[src/rtl/phase_freq_detector.sv]
// phase_freq_detector: synchronised tri-state phase-frequency detector.
// Both asynchronous inputs pass through SYNC_STAGES flops. Their rising edges
// then drive an IDLE/UP/DN state machine, which reports a signed phase error
// in clock cycles. A registered XOR output is kept for legacy consumers, and a
// lock indicator is added.
// Optional build macro PD_SLIP_COUNT_EN adds a 16-bit saturating slip counter
// that slip_clr clears. Without the macro, slip_count is tied to zero.
module phase_freq_detector #(
  parameter int SYNC_STAGES = 2,
  parameter int CNT_W       = 8,
  parameter int LOCK_TOL    = 1,
  parameter int LOCK_CNT    = 4
) (
  input  logic                    clk,
  input  logic                    reset,
  input  logic                    en,
  input  logic                    ref_in,
  input  logic                    fb_in,
  output logic                    up,
  output logic                    dn,
  output logic                    xor_out,
  output logic                    err_valid,
  output logic signed [CNT_W:0]   phase_err,
  output logic                    slip,
  output logic                    locked,
  output logic [15:0]             slip_count,
  input  logic                    slip_clr
);

  localparam int                    LRW      = $clog2(LOCK_CNT + 1);
  localparam logic [CNT_W-1:0]      CNT_MAX  = '1;
  localparam logic [LRW-1:0]        LOCK_MAX = LRW'(LOCK_CNT);
  localparam logic signed [CNT_W:0] TOL      = (CNT_W + 1)'(LOCK_TOL);

  typedef enum logic [1:0] {S_IDLE, S_UP, S_DN} state_t;

  logic [SYNC_STAGES-1:0] ref_sync_p0, fb_sync_p0;
  logic                   ref_d_p1, fb_d_p1;
  logic                   s_ref, s_fb, ref_edge, fb_edge;
  state_t                 state, state_nxt;
  logic [CNT_W-1:0]       cnt, cnt_nxt;
  logic                   err_valid_nxt, slip_nxt, locked_nxt;
  logic signed [CNT_W:0]  phase_err_nxt;
  logic [LRW-1:0]         lock_run, lock_run_nxt;

  function automatic logic [CNT_W-1:0] sat_inc(input logic [CNT_W-1:0] v);
    return (v == CNT_MAX) ? v : v + CNT_W'(1);
  endfunction

  function automatic logic within_tol(input logic signed [CNT_W:0] e);
    logic signed [CNT_W:0] mag;
    mag = e[CNT_W] ? -e : e;
    return mag <= TOL;
  endfunction

  assign s_ref    = ref_sync_p0[SYNC_STAGES-1];
  assign s_fb     = fb_sync_p0[SYNC_STAGES-1];
  assign ref_edge = s_ref & ~ref_d_p1;
  assign fb_edge  = s_fb & ~fb_d_p1;
  assign up       = (state == S_UP);
  assign dn       = (state == S_DN);

  // Synchronisers, edge history and legacy XOR keep running regardless of en
  always_ff @(posedge clk or negedge reset) begin
    if (!reset) begin
      ref_sync_p0 <= '0;
      fb_sync_p0  <= '0;
      ref_d_p1    <= 1'b0;
      fb_d_p1     <= 1'b0;
      xor_out     <= 1'b0;
    end else begin
      ref_sync_p0 <= {ref_sync_p0[SYNC_STAGES-2:0], ref_in};
      fb_sync_p0  <= {fb_sync_p0[SYNC_STAGES-2:0], fb_in};
      ref_d_p1    <= s_ref;
      fb_d_p1     <= s_fb;
      xor_out     <= s_ref ^ s_fb;
    end
  end

  // PFD next-state, phase error measurement, slip and lock evaluation
  always_comb begin
    state_nxt     = state;
    cnt_nxt       = cnt;
    err_valid_nxt = 1'b0;
    phase_err_nxt = phase_err;
    slip_nxt      = 1'b0;
    lock_run_nxt  = lock_run;
    locked_nxt    = locked;
    if (!en) begin
      state_nxt = S_IDLE;
      cnt_nxt   = '0;
    end else begin
      case (state)
        S_IDLE: begin
          if (ref_edge && fb_edge) begin
            err_valid_nxt = 1'b1;
            phase_err_nxt = '0;
          end else if (ref_edge) begin
            state_nxt = S_UP;
            cnt_nxt   = CNT_W'(1);
          end else if (fb_edge) begin
            state_nxt = S_DN;
            cnt_nxt   = CNT_W'(1);
          end
        end
        S_UP: begin
          if (fb_edge) begin
            err_valid_nxt = 1'b1;
            phase_err_nxt = $signed({1'b0, cnt});
            // A simultaneous ref edge opens the next measurement at once
            if (ref_edge) begin
              cnt_nxt = CNT_W'(1);
            end else begin
              state_nxt = S_IDLE;
              cnt_nxt   = '0;
            end
          end else if (ref_edge) begin
            slip_nxt = 1'b1;
            cnt_nxt  = CNT_W'(1);
          end else begin
            cnt_nxt = sat_inc(cnt);
          end
        end
        S_DN: begin
          if (ref_edge) begin
            err_valid_nxt = 1'b1;
            phase_err_nxt = -$signed({1'b0, cnt});
            if (fb_edge) begin
              cnt_nxt = CNT_W'(1);
            end else begin
              state_nxt = S_IDLE;
              cnt_nxt   = '0;
            end
          end else if (fb_edge) begin
            slip_nxt = 1'b1;
            cnt_nxt  = CNT_W'(1);
          end else begin
            cnt_nxt = sat_inc(cnt);
          end
        end
        default: begin
          state_nxt = S_IDLE;
          cnt_nxt   = '0;
        end
      endcase
    end
    if (!en || slip_nxt) begin
      lock_run_nxt = '0;
      locked_nxt   = 1'b0;
    end else if (err_valid_nxt) begin
      if (within_tol(phase_err_nxt)) begin
        lock_run_nxt = (lock_run == LOCK_MAX) ? lock_run : lock_run + LRW'(1);
      end else begin
        lock_run_nxt = '0;
      end
      locked_nxt = (lock_run_nxt == LOCK_MAX);
    end
  end

  // State, counter and registered detector outputs
  always_ff @(posedge clk or negedge reset) begin
    if (!reset) begin
      state     <= S_IDLE;
      cnt       <= '0;
      err_valid <= 1'b0;
      phase_err <= '0;
      slip      <= 1'b0;
      lock_run  <= '0;
      locked    <= 1'b0;
    end else begin
      state     <= state_nxt;
      cnt       <= cnt_nxt;
      err_valid <= err_valid_nxt;
      phase_err <= phase_err_nxt;
      slip      <= slip_nxt;
      lock_run  <= lock_run_nxt;
      locked    <= locked_nxt;
    end
  end

`ifdef PD_SLIP_COUNT_EN
  // Saturating slip counter; a clear wins over a slip in the same cycle
  always_ff @(posedge clk or negedge reset) begin
    if (!reset) begin
      slip_count <= '0;
    end else if (slip_clr) begin
      slip_count <= '0;
    end else if (slip_nxt && (slip_count != 16'hFFFF)) begin
      slip_count <= slip_count + 16'd1;
    end
  end
`else
  logic unused_slip_clr;
  assign unused_slip_clr = slip_clr;
  assign slip_count      = 16'h0000;
`endif

endmodule
[config.mk]
export PLATFORM = sky130hd
export DESIGN_NAME = phase_freq_detector
export DESIGN_NICKNAME = d
export VERILOG_FILES = /design/src/rtl/phase_freq_detector.sv
export SDC_FILE = /design/constraint.sdc
export NUM_CORES = 1
export LEC_CHECK = 0
export CAP_MARGIN = 40
export CORE_MARGIN = 2
export CORE_UTILIZATION = 38
export CTS_CLUSTER_DIAMETER = 60
export DETAILED_ROUTE_END_ITERATION = 12
export GPL_ROUTABILITY_DRIVEN = 0
export SYNTH_ARGS = -nofsm -noshare
export SYNTH_HDL_FRONTEND = slang
export SYNTH_SLANG_ARGS = --single-unit
export TNS_END_PERCENT = 30
[constraint.sdc]
create_clock -name clk -period 3.4 [get_ports clk]
set_clock_uncertainty 0.1 [all_clocks]
set_input_delay 0.34 -clock clk [delete_from_list [all_inputs] [get_ports clk]]
set_output_delay 0.34 -clock clk [all_outputs]
set_load 0.005 [all_outputs]
==> impl_results.md <==
- Final antenna-violating net count: 0
- Initial DRC Count: 68
- Clk network pwr share: a little over a third
- Global-route wire length before repair: about 7700 um
- Initial Utilization: 38.9%
- Post-synth EDFFs: 0
- Sw Pwr: around 0.29 mW
- Worst-Margin Slew: about 0.54 ns
- Via density: just over 5
- Die Area: approximately 0.0062 mm^2
- Combinational power share: about a quarter
- Layout fillers: between 500 and 600
- Drt first pass iters: 4
- Non-filler cells, final: 340
- Critical path data arrival time: 3.21 ns
- Reg clk slew, reported paths: roughly 0.07 ns
- CP dominant cell by count: ha_1
- Worst R2R Path Depth: 11
- Synth Register Bits: 32
- WL per Instance: 12.7 um
- Area grow syn2layout: 16.2%
- CP required: around 3.5 ns
- Leak: roughly 1.1 nW
- Max transition margin: between 60% and 70%
- CP startpoint kind: register
- Register area: around 800 um^2
- DR vias: ~1800
- Top post-synthesis cells by area: dfrtp_1 38%, buf_4 6.3%, ha_1 5.3%
- Run status: finished clean
- Post-Route WL: around 4300 um
- Yosys cell types: 56
- Part of the Yosys area used for sequential elements: between 30% and 40%
- Hold Violations, Final: 0
- Postcts setup bufs: 0
- Yosys top cell by area: dfrtp_1
- Clock sink count: 32
- Commonest cells in the netlist: 32 x dfrtp_1, 20 x nand2_1, 18 x a21oi_1, 18 x buf_4, 18 x inv_1
- Die X: ~79 um
- CTS Buffer Depth: 2
- Worst setup EP type: register
- CTS buffer count: 5
- Overall global routing resource usage: roughly 15%
- IO buf count: 19
- Sequential share of power: about two fifths
- Hold Path Depth: 0
- Period minus WS final: 3.12 ns
- Vias in the first global route: between 1500 and 2000
- Ys flop type: dfrtp_1
- Sw frac: between 20% and 30%
- Final Cycle Share: between 90% and 100%
- DRC: 0
- Worst-path cell chain: inv_1, ha_1, nand3b_1, nor2_1, a222oi_1, ha_1, o21bai_1, and4bb_1, a21oi_1, or3_4, o41ai_2
- Internal Power: 0.740 mW
- CTS tree: done
- VDD IR-drop max: just under 300 uV
- Initial antenna violation count: 0
- Nets: roughly 280
- H-tree Lvls: 2
- Max Clock Freq: around 0.32 GHz
- Clock Tree Root: clkbuf_8
- Share of layout cells above drive strength 1: around an eighth
- Synth top area share: between 30% and 40%
- Setup CP Type: register to register
- Row cnt: 27
- Post-Syn Area per Cell: 8.90 um^2
- Final Util: 45.2%
- Worst-path fanout max: 4
- Footprint of the multi-input gates: roughly 0.0011 mm^2
- Hold_ws: 0.258 ns
- Post-cts resize count: 0
- Finish-stage setup viols: 0
- Hold Buf Count CTS: 0
- Hold crit path type: register to register
- Power Dens Cells: 416 mW/mm^2
- Placed cells: 332
- IO Pins: 37
- Max cap viols: 0
- Clk_lat worst skew: about 0.28 ns
- Setup TNS: 0 ns
- Synth Cell Area: between 0.002 and 0.0025 mm^2
- Slowest-stage cell, CP: or3_4
- Diodes inserted: 0
- DP Wirelength: roughly 3300 um
- Syn. warnings: 0
- Async S/R FF share, synth: 100%
- Cells after Synth: 239
- Grt ovf: 0
- Largest net degree at the start of global routing: 33
- Core area: approximately 0.0055 mm^2
- Final Slew Violations: 0
- RSZ-0062 raised after global routing: false
- CP peak stage delay: 0.40 ns
- Reg2reg setup slack: between 0.2 and 0.3 ns
- Die H: a little under 80 um
- Count leader, synth: dfrtp_1
critical path, delay by kind of cell, from the launching register on:
kind,cells,cell delay [ns]
compound gates,4,0.93
buf+inv,1,0.09
simple gates,4,0.94
fa+ha+maj,2,0.58
flops,1,0.38
layer usage:
metal | vias to the layer above | share of wire, % | routed length (um) | track usage (%)
met2 | 36 | 48 | 2070 | 25.7
met1 | 831 | 48 | 2060 | 20.1
met4 | 0 | 0.97 | 42 | 4.66
met5 | - | 0 | 0 | 0
met3 | 7 | 3.2 | 140 | 3.41
li1 | 876 | - | - | -
final cells by class:
type,instances,area share [%]
flip-flops and latches,32,32.4
clock buffers,5,2.78
multi-input cells,176,44.5
well taps,72,3.64
inverters,18,2.73
repair buffers,34,12.2
clock inverters,3,1.72
cells by family (layout without fill, tap and decap cells):
group,count (synthesis),in the layout,synth area share [%]
xor+xnor,4,4,1.65
fa+ha+maj,9,9,5.29
simple gates,80,80,20.5
compound gates,67,67,21.5
flops,32,32,37.6
other cells,1,16,0.176
buf+inv,46,60,13.3
layout by cell type (no fill, tap or decap), drive strengths merged, types with 8 or more instances in the layout:
cell | synthesis | routed
dfrtp | 32 | 32
nand2 | 20 | 20
clkdlybuf4s50 | 0 | 19
a21oi | 19 | 19
inv | 18 | 18
conb | 1 | 16
nor2 | 16 | 16
buf | 21 | 15
o21ai | 14 | 14
nand3 | 10 | 10
ha | 9 | 9
nor3 | 8 | 8
a31oi | 8 | 8
path summary, 6_finish.rpt:
check | start | end
worst max-delay path | state[0] | locked
worst min-delay path | ref_sync_p0[0] | ref_sync_p0[1]
worst max register to register | state[0] | locked
worst min register to register | ref_sync_p0[0] | ref_sync_p0[1]
max in group asynchronous | reset | phase_err[7]
min in group asynchronous | reset | ref_sync_p0[0]
sequential cells by signal (all words and copies together), names as in the netlist:
| signal | cells |
|---|---|
| fb_d_p1 | 1 |
| lock_run | 3 |
| locked | 1 |
| ref_d_p1 | 1 |
| cnt | 8 |
| xor_out | 1 |
| err_valid | 1 |
| fb_sync_p0 | 2 |
| state | 2 |
| slip | 1 |
| phase_err | 9 |
| ref_sync_p0 | 2 |
stage by stage:
step	cell area, um^2	setup WS (ns)	total power [mW]
6_report	2470	0.276	1.03
5_1_grt	2470	0.0154	1.09
4_1_cts	2470	0.264	1.04
3_5_place_dp	2360	0.0823	0.677
3_3_place_gp	2360	0.107	0.671
2_1_floorplan	2180	0.224	0.585
power groups by stage:
stage          sequential (mW)  clock, mW  combinational (mW)
5_1_grt                  0.425      0.392               0.278
3_3_place_gp             0.428          0               0.243
2_1_floorplan            0.428          0               0.156
6_report                 0.421      0.361               0.246
4_1_cts                  0.421      0.372               0.248
3_5_place_dp             0.429          0               0.248
Note: power is estimated with default switching activity, not from simulation.
